<file path="config.mk">
export PLATFORM = sky130hd
export DESIGN_NAME = gfx_wr_arbiter
export DESIGN_NICKNAME = d
export VERILOG_FILES = /design/src/rtl/gfx_wr_arbiter.sv
export SDC_FILE = /design/constraint.sdc
export NUM_CORES = 1
export LEC_CHECK = 0
export ABC_CLOCK_PERIOD_IN_PS = 2500
export CORE_AREA = 2 2 226 228
export CTS_CLUSTER_SIZE = 10
export DETAILED_ROUTE_END_ITERATION = 6
export DIE_AREA = 0 0 228 230
export PLACE_DENSITY = 0.44
export SETUP_SLACK_MARGIN = 0.5
export SKIP_CTS_REPAIR_TIMING = 1
export SYNTH_ARGS = -nofsm -noshare
export SYNTH_HDL_FRONTEND = slang
export SYNTH_SLANG_ARGS = --single-unit
</file>
<file path="constraint.sdc">
create_clock -name clk -period 2.5 [get_ports clk]
set_input_delay 0.25 -clock clk [delete_from_list [all_inputs] [get_ports clk]]
set_output_delay 0.25 -clock clk [all_outputs]
set_load 0.01 [all_outputs]
</file>
<file path="src/rtl/gfx_wr_arbiter.sv">
// Write-path arbiter: two graphics requesters share one address FIFO and one
// write-data FIFO; each transaction is one address plus two data beats, never split.
module gfx_wr_arbiter #(
  parameter int AW = 31,
  parameter int CW = 16
) (
  input  logic          clk,
  input  logic          rst,
  input  logic [AW-1:0] le_af_addr_din,
  input  logic          le_af_wr_en,
  input  logic [127:0]  le_wdf_din,
  input  logic [15:0]   le_wdf_mask_din,
  input  logic          le_wdf_wr_en,
  output logic          le_af_full,
  output logic          le_wdf_full,
  input  logic [AW-1:0] ff_af_addr_din,
  input  logic          ff_af_wr_en,
  input  logic [127:0]  ff_wdf_din,
  input  logic [15:0]   ff_wdf_mask_din,
  input  logic          ff_wdf_wr_en,
  output logic          ff_af_full,
  output logic          ff_wdf_full,
  input  logic          af_full,
  input  logic          wdf_full,
  output logic [AW-1:0] af_addr_din,
  output logic          af_wr_en,
  output logic [127:0]  wdf_din,
  output logic [15:0]   wdf_mask_din,
  output logic          wdf_wr_en,
  output logic [CW-1:0] le_txn_count,
  output logic [CW-1:0] ff_txn_count,
  output logic          protocol_err,
  output logic [2:0]    dbg_state
);

  // Handshake: a requester's write is taken in a cycle only when its wr_en is high
  // and the full flag this block returns to it is low; the FIFO side is a plain
  // write strobe gated by the FIFO's own full flag.

  typedef enum logic {ARB = 1'b0, BEAT2 = 1'b1} state_t;

  state_t        state, state_nxt;
  logic          owner, owner_nxt;
  logic          last, last_nxt;
  logic          sel, cur, cur_af, cur_wdf, grant;
  logic          le_inc, ff_inc, err_set;
  logic [CW-1:0] le_cnt, ff_cnt;
  logic          err_q;

  // Requester pick while arbitrating; idle cycles keep pointing at the last owner.
  always_comb begin
    sel = owner;
    case ({ff_af_wr_en, le_af_wr_en})
      2'b01:   sel = 1'b0;
      2'b10:   sel = 1'b1;
      2'b11:   sel = ~last;
      default: sel = owner;
    endcase
  end

  assign cur     = (state == BEAT2) ? owner : sel;
  assign cur_af  = cur ? ff_af_wr_en  : le_af_wr_en;
  assign cur_wdf = cur ? ff_wdf_wr_en : le_wdf_wr_en;

  assign af_addr_din  = cur ? ff_af_addr_din  : le_af_addr_din;
  assign wdf_din      = cur ? ff_wdf_din      : le_wdf_din;
  assign wdf_mask_din = cur ? ff_wdf_mask_din : le_wdf_mask_din;

  always_comb begin
    state_nxt   = state;
    owner_nxt   = owner;
    last_nxt    = last;
    grant       = 1'b0;
    af_wr_en    = 1'b0;
    wdf_wr_en   = 1'b0;
    le_af_full  = 1'b1;
    le_wdf_full = 1'b1;
    ff_af_full  = 1'b1;
    ff_wdf_full = 1'b1;
    le_inc      = 1'b0;
    ff_inc      = 1'b0;
    err_set     = 1'b0;
    if (!rst) begin
      case (state)
        ARB: begin
          // Beat 1 travels with the address, so both FIFOs must have room.
          grant     = cur_af & ~af_full & ~wdf_full;
          af_wr_en  = grant;
          wdf_wr_en = grant;
          err_set   = cur_wdf & ~cur_af;
          if (cur) begin
            ff_af_full  = af_full;
            ff_wdf_full = wdf_full;
          end else begin
            le_af_full  = af_full;
            le_wdf_full = wdf_full;
          end
          if (grant) begin
            state_nxt = BEAT2;
            owner_nxt = sel;
          end
        end
        BEAT2: begin
          wdf_wr_en = cur_wdf & ~wdf_full;
          err_set   = cur_af;
          if (owner) ff_wdf_full = wdf_full;
          else       le_wdf_full = wdf_full;
          if (wdf_wr_en) begin
            state_nxt = ARB;
            last_nxt  = owner;
            le_inc    = ~owner;
            ff_inc    = owner;
          end
        end
        default: state_nxt = ARB;
      endcase
    end
  end

  always_ff @(posedge clk) begin
    if (rst) begin
      state  <= ARB;
      owner  <= 1'b0;
      last   <= 1'b1;
      le_cnt <= '0;
      ff_cnt <= '0;
      err_q  <= 1'b0;
    end else begin
      state <= state_nxt;
      owner <= owner_nxt;
      last  <= last_nxt;
      if (le_inc) le_cnt <= le_cnt + 1'b1;
      if (ff_inc) ff_cnt <= ff_cnt + 1'b1;
      err_q <= err_q | err_set;
    end
  end

  assign le_txn_count = le_cnt;
  assign ff_txn_count = ff_cnt;
  assign protocol_err = err_q;
  assign dbg_state    = {last, owner, state == BEAT2};

endmodule

</file>
==> out/metrics.cfg <==
[timing]
final.setup.worst_slack_ps = 157
setup_viol = 0
min_period_ps = 2340
rsz0062_at_grt = yes
worst_pin_slew_ps = 331
fmax_mhz = 427
clock_skew_ps = 6.46
max_slew_margin_pct = 77.6
hold_viol_final = 0
post-route-period-util_pct = 93.7
drv_slew = 0

[power]
swShare_pct = 31.0
seq_power_share_pct = 16.8
power_frac_comb_pct = 65.9
p_int_mw = 2.40
finalPower_mw = 3.48
p_clk_share_pct = 17.3
switching_power_mw = 1.08
p_per_area_nw_per_um2 = 298
leakage_nw = 5.03
ir_drop_mv = 0.198

[grt]
track_usage_pct = 13.5
grt_pass1_wl_um = 49600
first_global_vias = 6019
antenna_found_initial = 26
grt_max_degree = 28
gr-total-overflow = 0

[final_layout]
drive_above_1_share_pct = 39.9
nets = 1401
multi_input_area_um2 = 3280
synthToLayoutAreaGrowth_pct = 202
fill_cells = 5493
seq_area_um2 = 727

[floorplan]
start_util_pct = 7.76
ios = 575
fp.dieH_um = 230
fp-row-count = 82
die_area_um2 = 52400
die_w_um = 228
core_um2 = 49900

[logic_synthesis]
synth-compound-area-share_pct = 7.60
synth_cell_types = 39
syn_area_per_cell_um2 = 9.37
synth_cells = 413
synth-xor-area-share_pct = 2.49
ys_async_sr_fraction_pct = 0
synthAdderAreaFrac_pct = 0.646
yosys.area_share.simple_pct = 13.8
ys_ff_latch = 36
yosys_warnings = 0
yosys_most_used_dff = dfxtp_1
syn_area_um2 = 3870
synth.area.mux_share_pct = 51.7
yosysSeqAreaShare_pct = 18.6
synth_nets = 773
synth_top_family_by_area = multiplexers
synth_edf_count = 0

[critical_path]
crit-reg2reg-launch = state$_SDFF_PP0_
critPathLaunchType = flop
worstSetupEndpointType = output pin
rr_worst_depth = 5
critPathArrivalTime_ps = 2090
r2r_slack_ps = 520
critPathKind = reg2out
r2r-end = le_txn_count[15]$_SDFFE_PP0P_
cp_slowest_cell = dfxtp_4
path_max_fanout = 5
max_stage_delay_ps = 360
path_cells = nand2b_4 -> o22ai_4 -> buf_12 -> buf_12 -> clkbuf_16 -> buf_8 -> buf_6 -> mux2_4 -> buf_6
critPathRequiredTime_ps = 2250

[hold_path]
min_from = ff_af_wr_en
whs_path_depth = 4
worstHoldPathType = in2reg
hold_end = owner$_SDFFE_PP0P_

[clock_tree]
htreeDepth = 2
clk_pin_slew_worst_paths_ps = 60
clock_sinks = 36
numCtsBuffers = 5
cts-root-buf = clkbuf_16
clk_path_buf_depth = 2
cts_tree = yes
worst_skew_pair.late_latency_ps = 280

[routing]
first_iter_violations = 220
via_per_inst = 3.48
drc = 0
routed_wl_um = 40000
wl_per_cell_um = 23.3
drt_pass1_iterations = 4
via_count = 5964
ant_nets = 0

[placement]
dp_hpwl_um = 34700
gp_congestion = 0.903
port-buffer-count = 574
dpl_worst_slack_ps = -295

[run]
max-cap-violations = 0

[status]
run_status = finished, final reports clean

## cell usage in the layout (no fill, tap or decap), types with 3 or more instances in the layout
| master | synthesis | final |
|---|---|---|
| xnor2_1 | 6 | 6 |
| or3_1 | 10 | 10 |
| mux2_2 | 177 | 105 |
| o21ai_0 | 13 | 13 |
| buf_12 | 0 | 7 |
| and4_1 | 3 | 3 |
| dlymetal6s2s_1 | 0 | 39 |
| nand2_1 | 15 | 15 |
| buf_4 | 3 | 43 |
| buf_6 | 1 | 80 |
| nor3_1 | 5 | 5 |
| o31ai_1 | 6 | 6 |
| buf_8 | 0 | 12 |
| diode_2 | 0 | 3 |
| clkdlybuf4s50_1 | 0 | 395 |
| buf_2 | 21 | 8 |
| nand4_1 | 8 | 8 |
| clkbuf_16 | 0 | 15 |
| clkbuf_2 | 0 | 55 |
| dfxtp_1 | 36 | 33 |
| or4_1 | 7 | 7 |
| mux2_4 | 0 | 72 |
| nor2_1 | 20 | 20 |
| buf_16 | 0 | 4 |
| nand2b_1 | 6 | 5 |
| a21oi_1 | 18 | 18 |
| nand3_1 | 9 | 9 |
| xor2_1 | 5 | 5 |
| inv_1 | 9 | 9 |
## layer usage
metal / vias to the layer above / wire length (um) / track usage (%)
li1: 2803 / - / -
met1: 2784 / 14900 / 14.9
met2: 295 / 20700 / 24.9
met3: 58 / 3700 / 5.44
met4: 24 / 624 / 2.00
met5: - / 158 / 0
## registers in the layout (all words and copies together), names as in the netlist
name and flops:
owner 1, le_txn_count 16, protocol_err 1, state 1
last 1, ff_txn_count 16
## per-stage QoR
step	instances	hold slack (ps)	cell area, um^2	TNS (ps)	util (%)
CTS	1675	491	10800	-31940	21.7
detailed placement	1668	481	10700	-28560	21.4
global placement	1668	474	10700	-29130	21.4
global route	1715	507	11700	0	23.4
floorplan	413	368	3880	0	-
finish	1716	473	11700	0	23.4
## critical path: cells and delay by family, from the launching register on
kind | cells | cell delay, ps
mux | 1 | 300
compound gates | 1 | 170
buf+inv | 6 | 790
flops | 1 | 360
simple gates | 1 | 160
## layout make-up
type                       instances  area share [%]
clock buffer                       6            1.10
tap                              672            7.19
clock inverter                     1          0.0428
inverter                           9           0.289
multi-input combinational        336            28.1
antenna                            3          0.0642
timing repair buffer             653            57.0
sequential                        36            6.22
## cell usage after synthesis (all sizes together) (2+ instances only)
| cell | instances | share of area, % |
|---|---|---|
| nand2 | 15 | 1.5 |
| buf | 25 | 3.6 |
| and4 | 3 | 0.68 |
| nand3 | 9 | 1.2 |
| nor2 | 20 | 1.9 |
| nor2b | 4 | 0.65 |
| xnor2 | 6 | 1.4 |
| and2 | 2 | 0.32 |
| mux2 | 177 | 51 |
| or3 | 10 | 1.6 |
| clkbuf | 7 | 0.68 |
| nand2b | 6 | 0.97 |
| ha | 2 | 0.65 |
| and3 | 2 | 0.32 |
| inv | 9 | 0.87 |
| dfxtp | 36 | 19 |
| nand4 | 8 | 1.3 |
| a221oi | 2 | 0.45 |
| o32ai | 2 | 0.45 |
| xor2 | 5 | 1.1 |
| or4 | 8 | 1.6 |
| o31ai | 6 | 1.2 |
| o22ai | 2 | 0.32 |
| nor3 | 5 | 0.65 |
| nor4 | 2 | 0.32 |
| a21oi | 18 | 2.3 |
| o21ai | 13 | 1.7 |
## power groups by stage
stage	combinational, mW	sequential, mW	clock, mW
floorplan	0.633	0.594	0
global placement	2.07	0.596	0
detailed placement	2.06	0.596	0
CTS	2.07	0.583	0.630
global route	2.40	0.584	0.649
finish	2.29	0.584	0.601
## worst max path at each step
| stage | from | end | slack (ps) |
|---|---|---|---|
| finish | state$_SDFF_PP0_ | wdf_mask_din[6] | 160 |
| CTS | ff_af_wr_en | wdf_din[104] | -320 |
| floorplan | state$_SDFF_PP0_ | wdf_din[100] | 500 |
| global placement | le_af_wr_en | wdf_din[95] | -290 |
| global route | state$_SDFF_PP0_ | wdf_din[11] | 90 |
| detailed placement | ff_af_wr_en | wdf_din[104] | -290 |
## kinds of logic after synthesis
family / after synthesis
AND/OR/NAND/NOR: 97
adder cells (fa/ha/maj): 2
XOR/XNOR: 11
multiplexers: 178
AO/OA/AOI/OAI: 48
buffers and inverters: 41
flip-flops: 36
No activity file was read; power rests on OpenSTA's default activity.
